===== src/rtl/gf_div.sv =====
// GF(2^SYMB_WIDTH) divider: quotient = dividend * divisor^(2^SYMB_WIDTH-2), built by
// square-and-multiply on a single shared field multiplier. Valid/ready on both sides.

package gf_pkg;
    localparam int unsigned SYMB_WIDTH = 8;
    // Field polynomial x^8 + x^4 + x^3 + x^2 + 1, matching the RS codec.
    localparam logic [SYMB_WIDTH:0] FIELD_POLY = 9'h11D;
endpackage

// Combinational GF(2^WIDTH) multiplier, shift-and-add with per-step reduction.
module gf_mult #(
    parameter int unsigned       WIDTH = gf_pkg::SYMB_WIDTH,
    parameter logic [WIDTH:0]    POLY  = gf_pkg::FIELD_POLY
) (
    input  logic [WIDTH-1:0] a,
    input  logic [WIDTH-1:0] b,
    output logic [WIDTH-1:0] product_c
);
    logic [WIDTH-1:0] acc;
    logic [WIDTH-1:0] shifted;

    always_comb begin
        acc     = '0;
        shifted = a;
        for (int i = 0; i < int'(WIDTH); i++) begin
            if (b[i]) begin
                acc = acc ^ shifted;
            end
            shifted = {shifted[WIDTH-2:0], 1'b0} ^ (shifted[WIDTH-1] ? POLY[WIDTH-1:0] : '0);
        end
        product_c = acc;
    end
endmodule

module gf_div (
    input  logic                          clk,
    input  logic                          rst,
    input  logic                          in_valid,
    output logic                          in_ready,
    input  logic [gf_pkg::SYMB_WIDTH-1:0] dividend,
    input  logic [gf_pkg::SYMB_WIDTH-1:0] divisor,
    output logic                          out_valid,
    input  logic                          out_ready,
    output logic [gf_pkg::SYMB_WIDTH-1:0] quotient,
    output logic                          div_by_zero
);
    localparam int unsigned W     = gf_pkg::SYMB_WIDTH;
    localparam int unsigned STEPS = 2 * W - 2;
    localparam int unsigned K_W   = $clog2(2 * W - 1);

    typedef enum logic [1:0] {
        IDLE = 2'd0,
        CALC = 2'd1,
        DONE = 2'd2
    } state_t;

    state_t         state;
    state_t         state_next;
    logic           in_ready_next;
    logic           out_valid_next;
    logic           accept;
    logic           step;
    logic           last_step;
    logic [K_W-1:0] k;
    logic [W-1:0]   op_a;
    logic [W-1:0]   op_b;
    logic [W-1:0]   acc;
    logic [W-1:0]   mul_b;
    logic [W-1:0]   product;

    assign last_step = (k == K_W'(STEPS));

    // Odd steps square the accumulator; even steps multiply by B, the final one by A.
    always_comb begin
        mul_b = acc;
        if (!k[0]) begin
            mul_b = last_step ? op_a : op_b;
        end
    end

    gf_mult #(
        .WIDTH (W),
        .POLY  (gf_pkg::FIELD_POLY)
    ) u_mult (
        .a         (acc),
        .b         (mul_b),
        .product_c (product)
    );

    always_ff @(posedge clk) begin
        if (rst) begin
            state     <= IDLE;
            in_ready  <= 1'b1;
            out_valid <= 1'b0;
        end else begin
            state     <= state_next;
            in_ready  <= in_ready_next;
            out_valid <= out_valid_next;
        end
    end

    // Handshake flags are registered from the next state so they decode state only.
    always_comb begin
        state_next = state;
        accept     = 1'b0;
        step       = 1'b0;
        case (state)
            IDLE: begin
                if (in_valid && in_ready) begin
                    accept     = 1'b1;
                    state_next = CALC;
                end
            end
            CALC: begin
                step = 1'b1;
                if (last_step) begin
                    state_next = DONE;
                end
            end
            DONE: begin
                if (out_ready) begin
                    state_next = IDLE;
                end
            end
            default: state_next = IDLE;
        endcase
        in_ready_next  = (state_next == IDLE);
        out_valid_next = (state_next == DONE);
    end

    // Datapath: operands captured once at accept; a zero divisor keeps acc at zero.
    always_ff @(posedge clk) begin
        if (rst) begin
            op_a        <= '0;
            op_b        <= '0;
            acc         <= '0;
            k           <= '0;
            quotient    <= '0;
            div_by_zero <= 1'b0;
        end else if (accept) begin
            op_a        <= dividend;
            op_b        <= divisor;
            acc         <= divisor;
            k           <= K_W'(1);
            div_by_zero <= (divisor == '0);
        end else if (step) begin
            acc <= product;
            k   <= k + K_W'(1);
            if (last_step) begin
                quotient <= product;
            end
        end
    end
endmodule


===== config.mk =====
export PLATFORM = sky130hd
export DESIGN_NAME = gf_div
export DESIGN_NICKNAME = d
export VERILOG_FILES = /design/src/rtl/gf_div.sv
export SDC_FILE = /design/constraint.sdc
export NUM_CORES = 1
export LEC_CHECK = 0
export ABC_CLOCK_PERIOD_IN_PS = 3830
export BUFFER_PORTS_ARGS = -buffer_cell sky130_fd_sc_hd__buf_2
export CAP_MARGIN = 25
export CORE_MARGIN = 10
export CORE_UTILIZATION = 61
export CTS_BUF_LIST = sky130_fd_sc_hd__clkbuf_2
export CTS_CLUSTER_SIZE = 10
export DETAILED_ROUTE_END_ITERATION = 7
export GPL_ROUTABILITY_DRIVEN = 0
export PLACE_DENSITY_LB_ADDON = 0.08
export SYNTH_ARGS = -nofsm -noshare
export SYNTH_HDL_FRONTEND = slang
export SYNTH_HIERARCHICAL = 1
export SYNTH_SLANG_ARGS = --single-unit

===== constraint.sdc =====
create_clock -name clk -period 3.83 [get_ports clk]
set_input_delay 0.1915 -clock clk [delete_from_list [all_inputs] [get_ports clk]]
set_output_delay 0.1915 -clock clk [all_outputs]
set_load 0.01 [all_outputs]

# --- Word-level counts from Yosys, hierarchy flattened ---
# Cells that the tools add are included.
# Widths: inputs -> output; s select.
word_totals:
  memories: 0
  output_inout_bits: 11
  ramBits: 0
  latch_bits: 0
  inputBits: 20
  romBits: 0
  reg_bits: 41
classes:
  magnitude_cmp: 0
  bitwise: 15
  eq_ne: 4
  n_reduce_logical: 7
  n_addsub: 1
  n_shift: 0
  n_mul: 0
  div: 0
  muxes: 28
ops:
  columns: ["cell", "n"]
  rows:
  - ["$xor 8x8->8", 14]
  - ["$mux 8", 12]
  - ["$mux 5", 7]
  - ["$logic_not 8->1", 1]
  - ["$mux 2", 3]
  - ["$pmux 2 s3", 1]
  - ["$mux 1", 5]
  - ["$add 4x1->4 const B", 1]
  - ["$eq 2x2->1 const B", 2]
  - ["$eq 4x4->1 const B", 1]
  - ["$logic_not 2->1", 2]
  - ["$reduce_and 3->1", 1]
  - ["$eq 2x1->1 const B", 1]
  - ["$reduce_bool 2->1", 1]
  - ["$reduce_or 2->1", 1]
  - ["$logic_and 1x1->1", 1]
  - ["$not 1->1", 1]

# --- Logic depth before layout (Yosys ltp) ---
depth:
  word_depth: 20
  mapped_depth: 18

# --- Hierarchy ---
# Netlist, hierarchy kept.
modules_own_cells:
  columns: ["module", "seq_area_each_um2", "cells_each", "area_each_um2", "n_inst"]
  rows:
  - ["gf_div", 820.8, 176, 1784.2, 1]
  - ["gf_mult", 0.0, 165, 1174.9, 1]

# --- Worst setup path after synthesis ---
# Ideal clock, no wire load.
synth_path:
  path_type: "register -> register"
  start: "register k[0]"
  end: "register quotient[5] (netlist name)"
  path_buffers: 4
  path_stages_with_launch: 18
  slack_ns: 0.499
  synth_period_minus_slack_ns: 3.331
  setup_time_ns: 0.070
  arrival_time_ns: 3.261
  cell_sequence: "dfxtp_1 clkbuf_1 clkbuf_1 inv_1 ha_1 nand3_2 buf_4 mux2i_1 o21ai_0 clkbuf_1 nor2_1 a211oi_1 a31oi_1 xnor2_1 xnor2_1 inv_1 or3_1 a21oi_1"
synth_lines:
  columns: ["element", "line_no", "text"]
  rows:
  - ["from (decl)", "64", "logic [K_W-1:0] k;"]
  - ["from (signal assigned)", "148", "k <= k + K_W'(1);"]
  - ["$eq 4x4->1", "71", "assign last_step = (k == K_W'(STEPS));"]
  - ["$mux 8", "77", "mul_b = last_step ? op_a : op_b;"]
  - ["$mux 8 (*)", "76", "if (!k[0]) begin"]
  - ["via mul_b[6]", "68", "logic [W-1:0] mul_b;"]
  - ["$mux 8 (*)", "26", "if (b[i]) begin"]
  - ["$xor 8x8->8", "27", "acc = acc ^ shifted;"]
  - ["$mux 8 (*)", "26", null]
  - ["via product[5]", "69", "logic [W-1:0] product;"]
  - ["to (signal assigned)", "150", "quotient <= product;"]
  - ["to (decl)", "44", "output logic [gf_pkg::SYMB_WIDTH-1:0] quotient,"]
# The timed path passes the listed nets; every way through them passes the cells marked *.
# A chain may end at the register's enable or synchronous reset.

# --- Worst setup path after layout ---
layout_path:
  start: "register k[1]"
  end: "register quotient[7] (netlist name)"
layout_lines:
  columns: ["element", "line_no"]
  rows:
  - ["$eq 4x4->1 (*)", "71"]
  - ["$mux 8 (*)", "77"]
  - ["$mux 8 (*)", "76"]
  - ["via mul_b[2]", "68"]
  - ["$mux 8 (*)", "26"]
  - ["$xor 8x8->8", "27"]
  - ["$mux 8 (*)", "26"]
  - ["$xor 8x8->8", "27"]
  - ["$mux 8 (*)", "26"]
  - ["$xor 8x8->8", "27"]
  - ["$mux 8 (*)", "26"]
  - ["$xor 8x8->8", "27"]
  - ["$mux 8 (*)", "26"]
  - ["$xor 8x8->8", "27"]
  - ["$mux 8 (*)", "26"]
  - ["via product[7]", "69"]
# Marks and branches as above.

==> qor.txt <==
RUN STATUS
------------------------------------------------------------------------------------------------------
Outcome                                                                                   complete, no violations

ROUTE
------------------------------------------------------------------------------------------------------
Total vias in the final route                                                                     2473
Final antenna-violating net count                                                                    0
DRC errors left                                                                                      0
Post-detailed-routing wire length                                                              6980 µm
Pre-Repair DR Iteration Count                                                                        5
Vias/cell                                                                                         5.52
DR WL/cell                                                                                     15.6 µm
Initial DRC count                                                                                  225

SYNTH
------------------------------------------------------------------------------------------------------
Number of flops mapped to enable cells by yosys                                                      0
Unique cell type count in the Yosys netlist                                                         43
Syn_nets                                                                                           363
Flop and latch count out of synthesis                                                               41
Asr flop ratio synth                                                                                0%
Yosys top cell area share                                                                        27.7%
Commonest register cell after synthesis                                                        dfxtp_1
Synthesized cell area                                                                         2960 µm²
Cells taking the most area after synthesis                                                dfxtp_1, xnor2_1, nand2_1
Share of synthesized area occupied by flip-flops and latches                                     27.7%
Synthesis Warnings                                                                                   6
Cells after synthesis                                                                              341
Mean instance size in the synthesized netlist                                                 8.68 µm²
Largest area contributor in the synthesized netlist                                            dfxtp_1

CELLS AND AREA
------------------------------------------------------------------------------------------------------
Most common cell after layout, fill and taps aside                                             nand2_1
Final antenna diode count                                                                            0
Post-route core utilization                                                                      70.5%
Count of fill cells added during filler insertion                                                  374
Total number of nets in the final design                                                           402
Fin cells                                                                                          448
Layout cell share with drive strength beyond 1                                                   16.8%
Area growth from synthesis to final layout                                                       12.5%
Commonest non-fill, non-tap cells in the layout                                           nand2_1, xnor2_1, dfxtp_1, buf_2, o21ai_0

POWER AND IR DROP
------------------------------------------------------------------------------------------------------
Power per cell area                                                                         356 nW/µm²
Switching portion of total power                                                                 39.5%
Clock network fraction of total power                                                            17.1%
Worst IR Drop VDD                                                                             0.218 mV
Static leakage power                                                                           1.26 nW
Switching component of the power                                                              0.469 mW
Sequential power share                                                                           42.6%
Share of total power in combinational logic                                                      40.4%
P_int                                                                                         0.717 mW

GLOBAL ROUTING
------------------------------------------------------------------------------------------------------
Aggregate global routing overflow                                                                    0
Number of global-route vias before repair                                                         2384
Total global routing track utilization                                                           18.2%
Number of antenna violations at the first check in global routing                                    0
Largest net degree at the start of global routing                                                   26
First-pass GRT wire length                                                                    11500 µm

CTS
------------------------------------------------------------------------------------------------------
Clock latency on the worst-skew pair                                                           0.42 ns
CTS tree                                                                                         built
Post-CTS Hold Fix Bufs                                                                              14
Post CTS Setup Buffer Count                                                                          0
CTS sink count                                                                                      41
Root cell of the clock tree                                                                   clkbuf_2
Largest buffer count on any clock path                                                               2
CTS H-tree depth                                                                                     2
Clock transition at the register clock pins on the worst setup and hold paths after CTS        0.22 ns
Count of cells resized by post-cts repair                                                            0
Total clock buffers created by CTS                                                                   5

MIN PATH
------------------------------------------------------------------------------------------------------
Class of the tightest hold or removal check                                               primary input to flop

SETUP PATH
------------------------------------------------------------------------------------------------------
Reg2reg path depth                                                                                  13
CP Data Required Time                                                                          4.20 ns
Worst stage delay on the critical path                                                         0.42 ns
Most numerous cell on the critical path                                                        xnor2_1
Worst path top cell family by delay                                                       XOR/XNOR gates
Worst Path Max Fanout                                                                               11
Launching point of the worst reg2reg path                                                 k[1]$_SDFFE_PP0P_
Crit start category                                                                               flop
Kind of critical path                                                                     flop to flop
Count of buffer and inverter cells on the critical path                                              2
Crit path launch                                                                          k[1]$_SDFFE_PP0P_
Critical path arrival                                                                          3.48 ns
End of the worst register-to-register path                                                quotient[7]$_SDFFE_PP0P_
Sequence of cells on the critical path                                                    ha_1, nand3_2, mux2i_1, o21ai_0, buf_4, nand2_1, xnor2_1, xnor2_1, xnor2_1, xnor2_1, inv_1, or3_1, a21oi_1
Worst path slowest cell                                                                        dfxtp_1
Internal reg-to-reg setup slack                                                                0.72 ns
Endpoint of the worst setup timing path                                                   quotient[7]$_SDFFE_PP0P_
Cell depth of the worst setup path                                                                  13
Critical Path End Type                                                                            flop

PLACED DESIGN
------------------------------------------------------------------------------------------------------
Pre-CTS setup slack                                                                           0.841 ns
Cells after DPL                                                                                    424
Dpl hpwl                                                                                       5010 µm
IO Port Bufs                                                                                        30

TIMING
------------------------------------------------------------------------------------------------------
Max-slew headroom                                                                                36.4%
Number of hold violations in the final report                                                        0
Post-layout worst setup margin                                                                0.718 ns
Final setup violating endpoints                                                                      0
Post-Route Skew                                                                             0.00765 ns
Max-slew violations                                                                                  0
Hold WS                                                                                      0.0552 ns
Worst-margin pin slew                                                                         0.951 ns
Period Utilization, post-route                                                                   81.3%
Total Neg Setup Slack                                                                             0 ns
Unrepaired setup endpoints after global routing                                                  false
FMAX                                                                                           321 MHz
Final worst path period need                                                                   3.11 ns

DIE
------------------------------------------------------------------------------------------------------
Horizontal extent of the die                                                                   89.7 µm
Die area                                                                                      8040 µm²
Std-Cell Rows                                                                                       25
Vertical die dimension                                                                         89.7 µm
Starting Density                                                                                 62.6%
Number of top-level pins                                                                            31
CORE AREA                                                                                     4720 µm²

FLOW RUN
------------------------------------------------------------------------------------------------------
Max_cap viols                                                                                        0

==> synth_stat cells, drive strengths merged (3+ instances only) <==
library cell,count
dfxtp,41
nand2b,4
xor2,24
buf,13
xnor2,53
or3,10
mux2i,18
a22o,16
nor2,9
o21ai,19
clkbuf,12
a211oi,3
o2bb2ai,8
a21oi,12
nand2,62
inv,12
==> final cells by class <==
| class | count | area (µm²) | area share (%) |
|---|---|---|---|
| tap | 67 | 83.8 | 2.52 |
| inverter | 12 | 45.0 | 1.35 |
| clock buffer | 5 | 25.0 | 0.752 |
| clock inverter | 3 | 21.3 | 0.639 |
| sequential | 41 | 821 | 24.7 |
| timing repair buffer | 57 | 393 | 11.8 |
| multi-input combinational | 263 | 1940 | 58.3 |
==> worst min path at each step <==
stage                 from              endpoint  slack, ns  cells past startpoint
4_1_cts         divisor[6]  op_b[6]$_SDFFE_PP0P_      0.003                      2
3_5_place_dp   dividend[3]  op_a[3]$_SDFFE_PP0P_       0.41                      2
2_1_floorplan          rst   in_ready$_SDFF_PP1_       0.30                      1
5_1_grt          out_ready   in_ready$_SDFF_PP1_       0.04                      3
3_3_place_gp   dividend[4]  op_a[4]$_SDFFE_PP0P_       0.41                      2
6_report         out_ready   in_ready$_SDFF_PP1_       0.06                      3
==> sequential cells by signal, indices dropped and copies added, names as in the netlist <==
signal       count
acc              8
op_a             8
op_b             8
quotient         8
k                4
state            2
div_by_zero      1
in_ready         1
out_valid        1
==> power groups by stage <==
stage,logic (mW),registers [mW],clock network [mW]
final,0.479,0.505,0.202
after global routing,0.522,0.509,0.225
after CTS,0.473,0.503,0.208
after detailed placement,0.461,0.512,0
after floorplan,0.393,0.482,0
after global placement,0.455,0.512,0
==> routing by layer <==
metal / part of all wire (%) / global-route usage [%]
met4: 2.2 / 6.07
met1: 43 / 23.6
met5: 0 / 0
met3: 6.3 / 3.61
met2: 48 / 29.5
==> worst min-delay path, delay by kind of cell <==
kind	cells	cell delay [ns]
buffers and inverters	1	0.08
and+or+nand+nor	1	0.05
AOI/OAI and AO/OA	1	0.13
==> through the flow <==
step / instance area, µm² / power [mW]
after global placement: 3120 / 0.967
after CTS: 3310 / 1.18
after global routing: 3330 / 1.26
after detailed placement: 3120 / 0.973
after floorplan: 2960 / 0.875
final: 3330 / 1.19
==> cells by family (layout without fill, tap and decap cells) <==
group | Yosys count | count (layout) | synth area share (%)
xor gates and xnor gates | 78 | 78 | 26.2
muxes | 19 | 19 | 6.47
adders and majority gates | 2 | 2 | 0.846
and+or+nand+nor | 98 | 98 | 16.6
DFF | 41 | 41 | 27.7
AOI/OAI and AO/OA | 66 | 66 | 15.4
buffers and inverters | 37 | 77 | 6.72
(Power assumes the default switching activity.)
